==> src/rtl/cnt_seq_ctrl.sv <==
// Command sequencer for the cut-line up/down counter: runs the counter for a
// fixed number of enabled cycles, or until its output reaches a target value.
module cnt_seq_ctrl #(
  parameter int WIDTH = 16,
  parameter int LEN_W = 17
) (
  input  logic             clk,
  input  logic             rst,
  input  logic             cmd_valid,
  output logic             cmd_ready,
  input  logic             cmd_up,
  input  logic             cmd_mode,
  input  logic [LEN_W-1:0] cmd_len,
  input  logic [WIDTH-1:0] cmd_target,
  input  logic             abort,
  input  logic [WIDTH-1:0] dout,
  output logic             ctr_en,
  output logic             ctr_up,
  output logic             busy,
  output logic             done,
  output logic             timeout,
  output logic [LEN_W-1:0] steps
);

  typedef enum logic [1:0] {IDLE, SETUP, RUN, DONE} state_t;

  state_t           state, next_state;
  logic             mode_q;
  logic [LEN_W-1:0] len_q;
  logic [WIDTH-1:0] target_q;
  logic             hit;
  logic             more;
  logic             finish;

  assign hit  = mode_q && (dout == target_q);
  assign more = steps < len_q;

  always_ff @(posedge clk or posedge rst) begin
    if (rst) state <= IDLE;
    else     state <= next_state;
  end

  always_comb begin
    next_state = state;
    cmd_ready  = 1'b0;
    busy       = 1'b1;
    done       = 1'b0;
    ctr_en     = 1'b0;
    finish     = 1'b0;
    case (state)
      IDLE: begin
        busy      = 1'b0;
        cmd_ready = 1'b1;
        if (cmd_valid) next_state = SETUP;
      end
      SETUP: next_state = RUN;
      RUN: begin
        // Enable drops in the very cycle the target appears: no overshoot.
        ctr_en = more && !abort && !hit;
        finish = abort || hit || !more;
        if (finish) next_state = DONE;
      end
      DONE: begin
        done       = 1'b1;
        next_state = IDLE;
      end
      default: next_state = IDLE;
    endcase
  end

  // Direction is loaded at acceptance so it is already stable throughout
  // SETUP, one full cycle ahead of the first enable.
  always_ff @(posedge clk or posedge rst) begin
    if (rst) begin
      mode_q   <= 1'b0;
      len_q    <= '0;
      target_q <= '0;
      ctr_up   <= 1'b1;
      timeout  <= 1'b0;
      steps    <= '0;
    end else begin
      case (state)
        IDLE: begin
          if (cmd_valid) begin
            ctr_up   <= cmd_up;
            mode_q   <= cmd_mode;
            len_q    <= cmd_len;
            target_q <= cmd_target;
            steps    <= '0;
            timeout  <= 1'b0;
          end
        end
        RUN: begin
          if (ctr_en) steps <= steps + 1'b1;
          if (finish) timeout <= abort ? 1'b1 : (hit ? 1'b0 : mode_q);
        end
        default: ;
      endcase
    end
  end

endmodule

==> config.mk <==
export PLATFORM = sky130hd
export DESIGN_NAME = cnt_seq_ctrl
export DESIGN_NICKNAME = d
export VERILOG_FILES = /design/src/rtl/cnt_seq_ctrl.sv
export SDC_FILE = /design/constraint.sdc
export NUM_CORES = 1
export LEC_CHECK = 0
export CORE_ASPECT_RATIO = 1.25
export CORE_MARGIN = 2
export CORE_UTILIZATION = 40
export CTS_BUF_LIST = sky130_fd_sc_hd__clkbuf_8
export CTS_CLUSTER_DIAMETER = 100
export DETAILED_ROUTE_END_ITERATION = 16
export PLACE_DENSITY_LB_ADDON = 0.05
export SYNTH_ARGS = -nofsm -noshare
export SYNTH_HDL_FRONTEND = slang
export SYNTH_SLANG_ARGS = --single-unit
==> constraint.sdc <==
create_clock -name clk -period 3.5 [get_ports clk]
set_input_delay 1.05 -clock clk [delete_from_list [all_inputs] [get_ports clk]]
set_output_delay 1.05 -clock clk [all_outputs]
set_load 0.03 [all_outputs]
==> results.md, run 1 <==
- The run finished with clean final reports.
- In this run the number of H-tree levels came out at 2.
- Setup violations remaining at the end of the flow were counted as 0.
- The critical path class is input port to primary output.
- Cells with a size suffix above 1 make up 26.6% of the layout.
- The largest stage delay on the critical path is between 0.2 and 0.3 ns.
- The synthesized-area fraction occupied by ao, oa, aoi and oai cells is a little under an eighth.
- The remaining number of nets flagged by the antenna check after routing is 0.
- After floorplanning, the core was divided into 35 placement rows.
- The number of antenna violations at the first check in global routing came to 0.
- The via count is 2,470.
- The net switching power figure is 0.000930 W.
- The clock skew after layout is 0.00494 ns.
- The tool flagged a number of max-cap violations equal to 0.
- Dividing total power by cell area gives a power density of about 610 mW/mm².
- With fillers left out, the area of the finished cells amounts to 0.00435 mm².
- Detailed placement ended at an HPWL of between 4000 and 5000 µm.
- The mapped cell area is slightly above 0.003 mm².
- Dividing the detail-routed via count by the number of cells gives between 5 and 6.
- The final-report max-slew violation count is 0.
- The endpoint of the most critical setup path is ctr_en.
- The cell with the largest stage delay on the worst path is o221ai_2.
- The net count reported at finish is ~470.
- The die is 82.2 µm wide.
- The synthesized netlist devotes between 10 and 15% of its cell area to simple gates.
- The count of non-filler cells in the finished layout is between 400 and 500.
- The core region is between 0.007 and 0.008 mm².
- At the worst endpoint, the arrival time is around 2.4 ns.
- The synthesized net count is 350.
- Once placement finished, the instance area stood at between 0.004 and 0.005 mm².
- The startpoint identified for the worst register-to-register timing path is steps[14]$_DFFE_PP0P_.
- At the pin with the least slew margin, the transition time is 0.852 ns.
- In the synthesized netlist the async set-or-reset flop fraction comes to 100%.
- The internal power of the cells totals around 0.0017 W.
- The worst path in the final design needs a cycle of between 3 and 4 ns, including I/O delays and setup.
- The maximum vdd drop is ~0.31 mV.
- The tree is rooted in a clkbuf_8.
- The worst hold path class is register to register.
- Of all nets on the critical path, the largest fanout is 2.
- The number of warnings printed during yosys synthesis is 0.
- The dominant combinational cell family by area after synthesis is multiplexers.
- For this run, the total global-route usage over all layers was measured as ~17%.
- The portion of total power attributed to the clock network is about 17%.
- The via count of the first global-routing pass is 2,404.
- The type of element capturing the critical path is a primary output.
- Tracing the worst setup path back leads to its startpoint at dout[4].
- The wire length of the first global-routing pass is ~11,000 µm.
- The setup slack on the worst flop-to-flop path is 0.41 ns.
- Among cell families on the critical path, the largest total delay comes from simple AND/OR/NAND/NOR gates.
- The required arrival time at the worst endpoint is roughly 2.5 ns.
- The number of synthesized flops with an enable pin is 0.
- In the layout the commonest cells are clkdlybuf4s50_1, dfrtp_1, buf_4.
- The final-report hold violation count came to 0.
- The share of the yosys chip area belonging to registers is between 40% and 50%.
- Global routing finished with a remaining overflow of 0.
- The element type at the critical path start is an input port.
- The number of clock buffers added by TritonCTS is 5.
- The flip-flop and latch count after synthesis is 55.
- The total leakage power is between 2 and 2.5 nW.
- In this run the count of I/O pins placed on the die edge is 78.
- The detailed-route DRC error count is 0.
- Of the total synthesized cell area, the portion taken by XOR and XNOR cells is roughly 5%.
- The CTS sink count is 55.
- The final wirelength is around 6800 µm.
- The initial DRC count is 76.
- The cell depth of the worst setup path is 7.
- The share of total power in combinational logic is ~45%.
- Routability-driven placement finished with a final weighted congestion of 0.768.
- Sequential cells burn 38.4% of the power.
- The source-to-sink clock delay at the later pin of the worst-skew pair is roughly 0.31 ns.
- Traced cell by cell, the critical path runs through dlygate4sd2_1, xor2_1, nor4_2, nand4_1, o221ai_2, nor2_2, buf_6.
- Once placement completed, the tool counted placed cells totaling approximately 460.
- The number of instances in the synthesized netlist is between 200 and 300.
- Counting along the longest clock path gives a buffer depth of 2.
- The worst register-to-register path has a depth of 11.
- From synthesis to final layout, the design area changed by 42.2%.
- For this run, the top clock speed supported by timing is around 290 MHz.
- The first detailed-routing pass took 4 iterations.
- For this configuration, the core starts out at a cell density of 41.3%.
- The die covers 0.00837 mm².
- Summing the areas of all fa, ha and maj instances in the mapped netlist gives between 8 and 9% of the synthesized area.
- The number of port buffers is between 70 and 80.
- The relative slew slack is between 40% and 50%.
- In this run the vertical extent of the chip is about 100 µm.
- The maximum number of pins on one net before global-route repair is between 50 and 60.
- TritonCTS built the clock tree.
- The wire length per cell is 14.0 µm.
- The most used flip-flop cell after synthesis is dfrtp_1.
- The clock slew seen by the registers of the worst setup and hold paths is about 0.1 ns.
- The number of distinct library cells after synthesis is 42.
- The antenna diode instance count is 0.
- The worst register-to-register path ends at steps[14]$_DFFE_PP0P_.
- Together, buffers and inverters on the worst path number 2.
- In this run switching power makes up between 30% and 40% of total power.
- The final critical path takes up between 90% and 100% of the cycle.
- The average instance area after synthesis is about 11 µm².
- Multiplexer cells account for between 10% and 20% of the synthesized area.
- Leaving out fill and tap cells, the most frequent cell in the layout is clkdlybuf4s50_1.
routing by layer:
metal  share of wire, %  wire [µm]  global-route usage (%)  vias to the layer above
met5                  0          0                       0                        -
met2                 51       3460                    29.8                       67
met3                5.2        357                    3.92                        9
met4                1.8        123                    5.13                        0
met1                 42       2880                    20.0                     1175
li1                   -          -                       -                     1219
cells by family (layout without fill, tap and decap cells):
family	count (synthesis)	in the layout
and+or+nand+nor	73	74
DFF	55	55
AOI/OAI and AO/OA	42	42
muxes	37	37
buffers and inverters	30	148
adders and majority gates	20	20
xor gates and xnor gates	18	18
power groups by stage:
stage	combinational (W)	sequential (W)	clock, W
global route	0.00132	0.00106	0.000487
CTS	0.00119	0.00103	0.000461
finish	0.00120	0.00102	0.000443
floorplan	0.000751	0.00107	0
detailed placement	0.00118	0.00104	0
global placement	0.00116	0.00103	0
sequential cells by signal, indices dropped and copies added (netlist names):
register  cells
ctr_up        1
len_q        17
steps        17
state         2
target_q     16
mode_q        1
timeout       1
worst reg2reg max path, delay by kind of cell, from the launching register on:
| family | cells | cell delay (ns) |
|---|---|---|
| flops | 1 | 0.40 |
| fa+ha+maj | 1 | 0.31 |
| buf+inv | 3 | 0.49 |
| compound gates | 6 | 1.39 |
| simple gates | 1 | 0.41 |
worst min-delay path by stage:
stage / startpoint / to / slack [ns] / cells past startpoint
global placement: len_q[11]$_DFFE_PP0P_ / len_q[11]$_DFFE_PP0P_ / 0.49 / 1
finish: len_q[2]$_DFFE_PP0P_ / len_q[2]$_DFFE_PP0P_ / 0.51 / 1
global route: len_q[9]$_DFFE_PP0P_ / len_q[9]$_DFFE_PP0P_ / 0.55 / 1
detailed placement: len_q[2]$_DFFE_PP0P_ / len_q[2]$_DFFE_PP0P_ / 0.49 / 1
CTS: len_q[2]$_DFFE_PP0P_ / len_q[2]$_DFFE_PP0P_ / 0.52 / 1
floorplan: len_q[11]$_DFFE_PP0P_ / len_q[11]$_DFFE_PP0P_ / 0.48 / 1
what timing repair did:
action                                  in CTS  in global routing
endpoints found under the setup margin       1                  2
cloned                                       0                  1
hold buffers                                 0                  0
setup buffers                               12                  1
pin swaps                                    8                 13
gates resized for setup                     22                 20
synth_stat cells, types with 2 or more instances:
library cell	n	area, µm²
or2_2	2	12.5
nor2_1	15	56.3
nor4_1	6	37.5
xor2_1	16	140
a21oi_1	6	30.0
ha_1	20	250
and3_1	6	37.5
clkbuf_1	3	11.3
a21boi_0	4	30.0
dfrtp_1	54	1350
a21bo_2	2	20.0
nand3_1	12	60.1
nand2_1	14	52.6
xnor2_1	2	17.5
a21o_1	5	37.5
or3_1	2	12.5
nand4_1	5	31.3
a22o_1	3	26.3
mux2_2	36	405
nor2b_1	5	31.3
o21ai_0	6	30.0
a221o_1	7	70.1
inv_1	24	90.1
and3b_1	2	17.5
stage by stage:
step | setup WS [ns] | hold slack (ns) | util [%] | power [W] | setup TNS [ns]
finish | 0.0755 | 0.513 | 58.8 | 0.00267 | 0
global route | -0.0272 | 0.545 | 58.8 | 0.00287 | -0.0537
CTS | 0.0237 | 0.519 | 58.4 | 0.00268 | 0
detailed placement | -0.689 | 0.495 | 55.8 | 0.00223 | -3.63
global placement | -0.650 | 0.490 | 55.8 | 0.00220 | -2.74
floorplan | 0.150 | 0.479 | - | 0.00182 | 0
layout make-up:
| class | instances | area (µm²) |
|---|---|---|
| inverter | 24 | 90.1 |
| clock inverter | 2 | 35.0 |
| fill | 693 | 3050 |
| tap | 92 | 115 |
| clock buffer | 6 | 82.6 |
| multi-input combinational | 191 | 1590 |
| timing repair buffer | 116 | 1060 |
| sequential | 55 | 1380 |
No activity file was read; power rests on OpenSTA's default activity.
==> run 2, diff against run 1 <==
--- a/config.mk
+++ b/config.mk
@@ -6,8 +6,8 @@
 export NUM_CORES = 1
 export LEC_CHECK = 0
 export CORE_ASPECT_RATIO = 1.25
-export CORE_MARGIN = 2
-export CORE_UTILIZATION = 40
+export CORE_MARGIN = 5
+export CORE_UTILIZATION = 50
 export CTS_BUF_LIST = sky130_fd_sc_hd__clkbuf_8
 export CTS_CLUSTER_DIAMETER = 100
 export DETAILED_ROUTE_END_ITERATION = 16
==> run 2 against run 1 <==
- via count is 4.6% lower
- clock power is 20% lower
- register-to-register slack worse by 0.11 ns
- worst hold slack hardly changed
- critical path depth stayed put
- count of clock-buffer cells in the layout is 1 lower
- sequential power hardly changed
- clock skew is 0.0016 ns higher
- wire length is 6.0% lower
- flip-flop and latch count stayed put
- worst setup slack worse by 0.0060 ns
- largest cell class unchanged
==> results.md, run 2 (synthesized netlist as in run 1, its figures left out) <==
- The initial DRC count is 101.
- The number of antenna violations at the first check in global routing is 0.
- The required arrival time at the worst endpoint is between 2 and 2.5 ns.
- The top cell types in the final layout, fill and taps aside, are clkdlybuf4s50_1, dfrtp_1, mux2_2.
- For this design, the CTS-stage hold fixing added 0 buffers.
- The number of antenna diodes in the final layout is 0.
- The remaining number of nets flagged by the antenna check after routing is 0.
- The total overflow reported by the global router is 0.
- The sum of negative setup slack is 0 ns.
- The post-place setup slack is -0.252 ns.
- The maximum vdd drop is 0.325 mV.
- The clock slew seen by the registers of the worst setup and hold paths is about 0.10 ns.
- The area growth from synthesis to layout is 33.9%.
- The detailed-route DRC error count is 0.
- The cell count of the worst hold path is 1.
- The highest attainable clock frequency is a little under 300 MHz.
- In the routed layout, each cell is associated on average with a via count of ~5.2.
- Measured against its own limit, the worst slew margin works out to a little under half.
- The element type at the critical path start is an input port.
- The clock passes through at most 2 buffers.
- In this run the worst hold path is classified as register to register.
- The cell area power density is between 600 and 700 mW/mm².
- The number of H-tree levels is 2.
- The detailed-placement wirelength estimate is ~5000 µm.
- Entering global routing, the biggest net connects 56 pins.
- The share of cells above drive strength 1 is between 20% and 30%.
- The cell sitting at the root of the clock tree is a clkbuf_8.
- Once the floorplan was initialized, standard cells occupied between 50 and 60% of the core.
- At the end of routability-driven placement, the weighted congestion stood at 0.838.
- For this design the static power due to leakage is just under 2 nW.
- After the last flow step, the layout net total stands at ~440.
- Row generation in the floorplan step produced 31 rows.
- Between clock sinks in the finished design, the worst skew comes to between 0.006 and 0.007 ns.
- The final wirelength is around 6400 µm.
- In this run the critical register-to-register path is launched from steps[14]$_DFFE_PP0P_.
- The routed layout has 2,356 vias.
- The setup slack on the worst flop-to-flop path is about 0.30 ns.
- Pin placement for this block handled around 80 I/O pins.
- The largest registers in the layout are len_q (17), steps (17), target_q (16).
- At the later pin of the worst-skew pair, clock insertion delay measures between 0.3 and 0.4 ns.
- The final-report hold violation count is 0.
- Leaving out filler cells and counting taps, the final layout contains between 400 and 500.
- The die span in x is approximately 80 µm.
- Buffers inserted during clock tree synthesis total 5.
- The count of buffers added on input and output ports is slightly below 80.
- The sequential fraction of design power is between 40% and 50%.
- The portion of total power attributed to the clock network is approximately 14%.
- Counting tap cells, the placed design contains a total of ~440 instances.
- The share of the cycle needed by the critical path after routing is about 100%.
- The run finished with clean final reports.
- The critical path class is input port to primary output.
- The aggregate global-route resource usage is 17.3%.
- The pre-antenna-repair detailed-routing pass consisted of 4 iterations.
- The worst path in the final design needs a cycle of ~3.4 ns, including I/O delays and setup.
- The die covers 0.00779 mm².
- Cell internal power was estimated by the tool at approximately 0.0016 W.
- In this run the most critical hold path is launched from len_q[14]$_DFFE_PP0P_.
- The setup slack after layout is between 0.06 and 0.07 ns.
- For hold timing, the worst endpoint is len_q[14]$_DFFE_PP0P_.
- The first global-routing pass estimated about 11,000 µm of wire.
- The type of element capturing the critical path is a primary output.
- The count of final setup violators is 0.
- The final-report max-slew violation count was 0.
- In the final routed layout, each cell accounts on average for roughly 14 µm.
- For this design, the sink count on the clock tree is 55.
- The endpoint of the lowest-slack register-to-register path is steps[15]$_DFFE_PP0P_.
- Net switching is a little over a third of the power.
- For this design the total switching power over the nets is 0.000919 W.
- The worst-path maximum fanout is 2.
- The library cell used most frequently in the layout, excluding fill and tap cells, is clkdlybuf4s50_1.
- The transition time of the tightest slew-check pin is 0.813 ns.
- The floorplan core area is about 0.0059 mm².
- The vertical die dimension is approximately 97 µm.
- The via count of the first global-routing pass came to between 2,000 and 2,500.
- Per report_power, the combinational group accounts for ~45% of the total.
- TritonCTS built the clock tree.
- The arrival time of data at the critical path endpoint is between 2 and 2.5 ns.
- The cell count of the worst reg-to-reg path is 10.
- The tool flagged a number of max-cap violations equal to 0.
run 2: what timing repair did:
| item | in CTS | in global routing |
|---|---|---|
| resized for setup | 15 | 18 |
| buffers inserted | 1 | 1 |
| setup endpoints to repair | 1 | 1 |
| pin swaps | 8 | 11 |
run 2: through the flow:
stage / power [W] / hold slack (ns) / utilization [%] / instance area (µm²)
after floorplan: 0.00182 / 0.479 / - / 3060
after CTS: 0.00256 / 0.519 / 69.8 / 4090
after global routing: 0.00272 / 0.530 / 69.9 / 4100
final: 0.00253 / 0.513 / 69.9 / 4100
after detailed placement: 0.00220 / 0.496 / 68.4 / 4010
after global placement: 0.00215 / 0.488 / 68.4 / 4010
run 2: power groups by stage:
stage	logic (W)	registers (W)	clock network, W
CTS	0.00114	0.00105	0.000373
finish	0.00113	0.00104	0.000356
detailed placement	0.00114	0.00106	0
global placement	0.00110	0.00105	0
global route	0.00125	0.00108	0.000394
floorplan	0.000751	0.00107	0
run 2: routing by layer:
layer	routed length (µm)	GRT usage (%)
met2	3390	30.5
met3	361	3.71
met5	0	0
met4	87	7.80
met1	2580	19.3
run 2: how the worst max path moves through the flow:
stage                                     start      to
after floorplan           steps[14]$_DFFE_PP0P_  ctr_en
after global placement                 dout[12]  ctr_en
after detailed placement                dout[0]  ctr_en
after CTS                              dout[12]  ctr_en
after global routing                    dout[0]  ctr_en
final                                  dout[10]  ctr_en
run 2: area by class of cell:
cell class / count / area, µm²
multi-input combinational: 190 / 1570
timing repair buffer: 90 / 865
tap: 82 / 103
sequential: 55 / 1380
inverter: 24 / 90.1
fill: 469 / 1760
clock inverter: 3 / 20.0
clock buffer: 5 / 68.8
run 2: worst max-delay path: stages:
cell and delay (ns):
dlygate4sd2_1 0.24, xor2_1 0.14, nor4_1 0.27, nand4_1 0.20, o221ai_2 0.22, nor2_1 0.09, buf_4 0.18
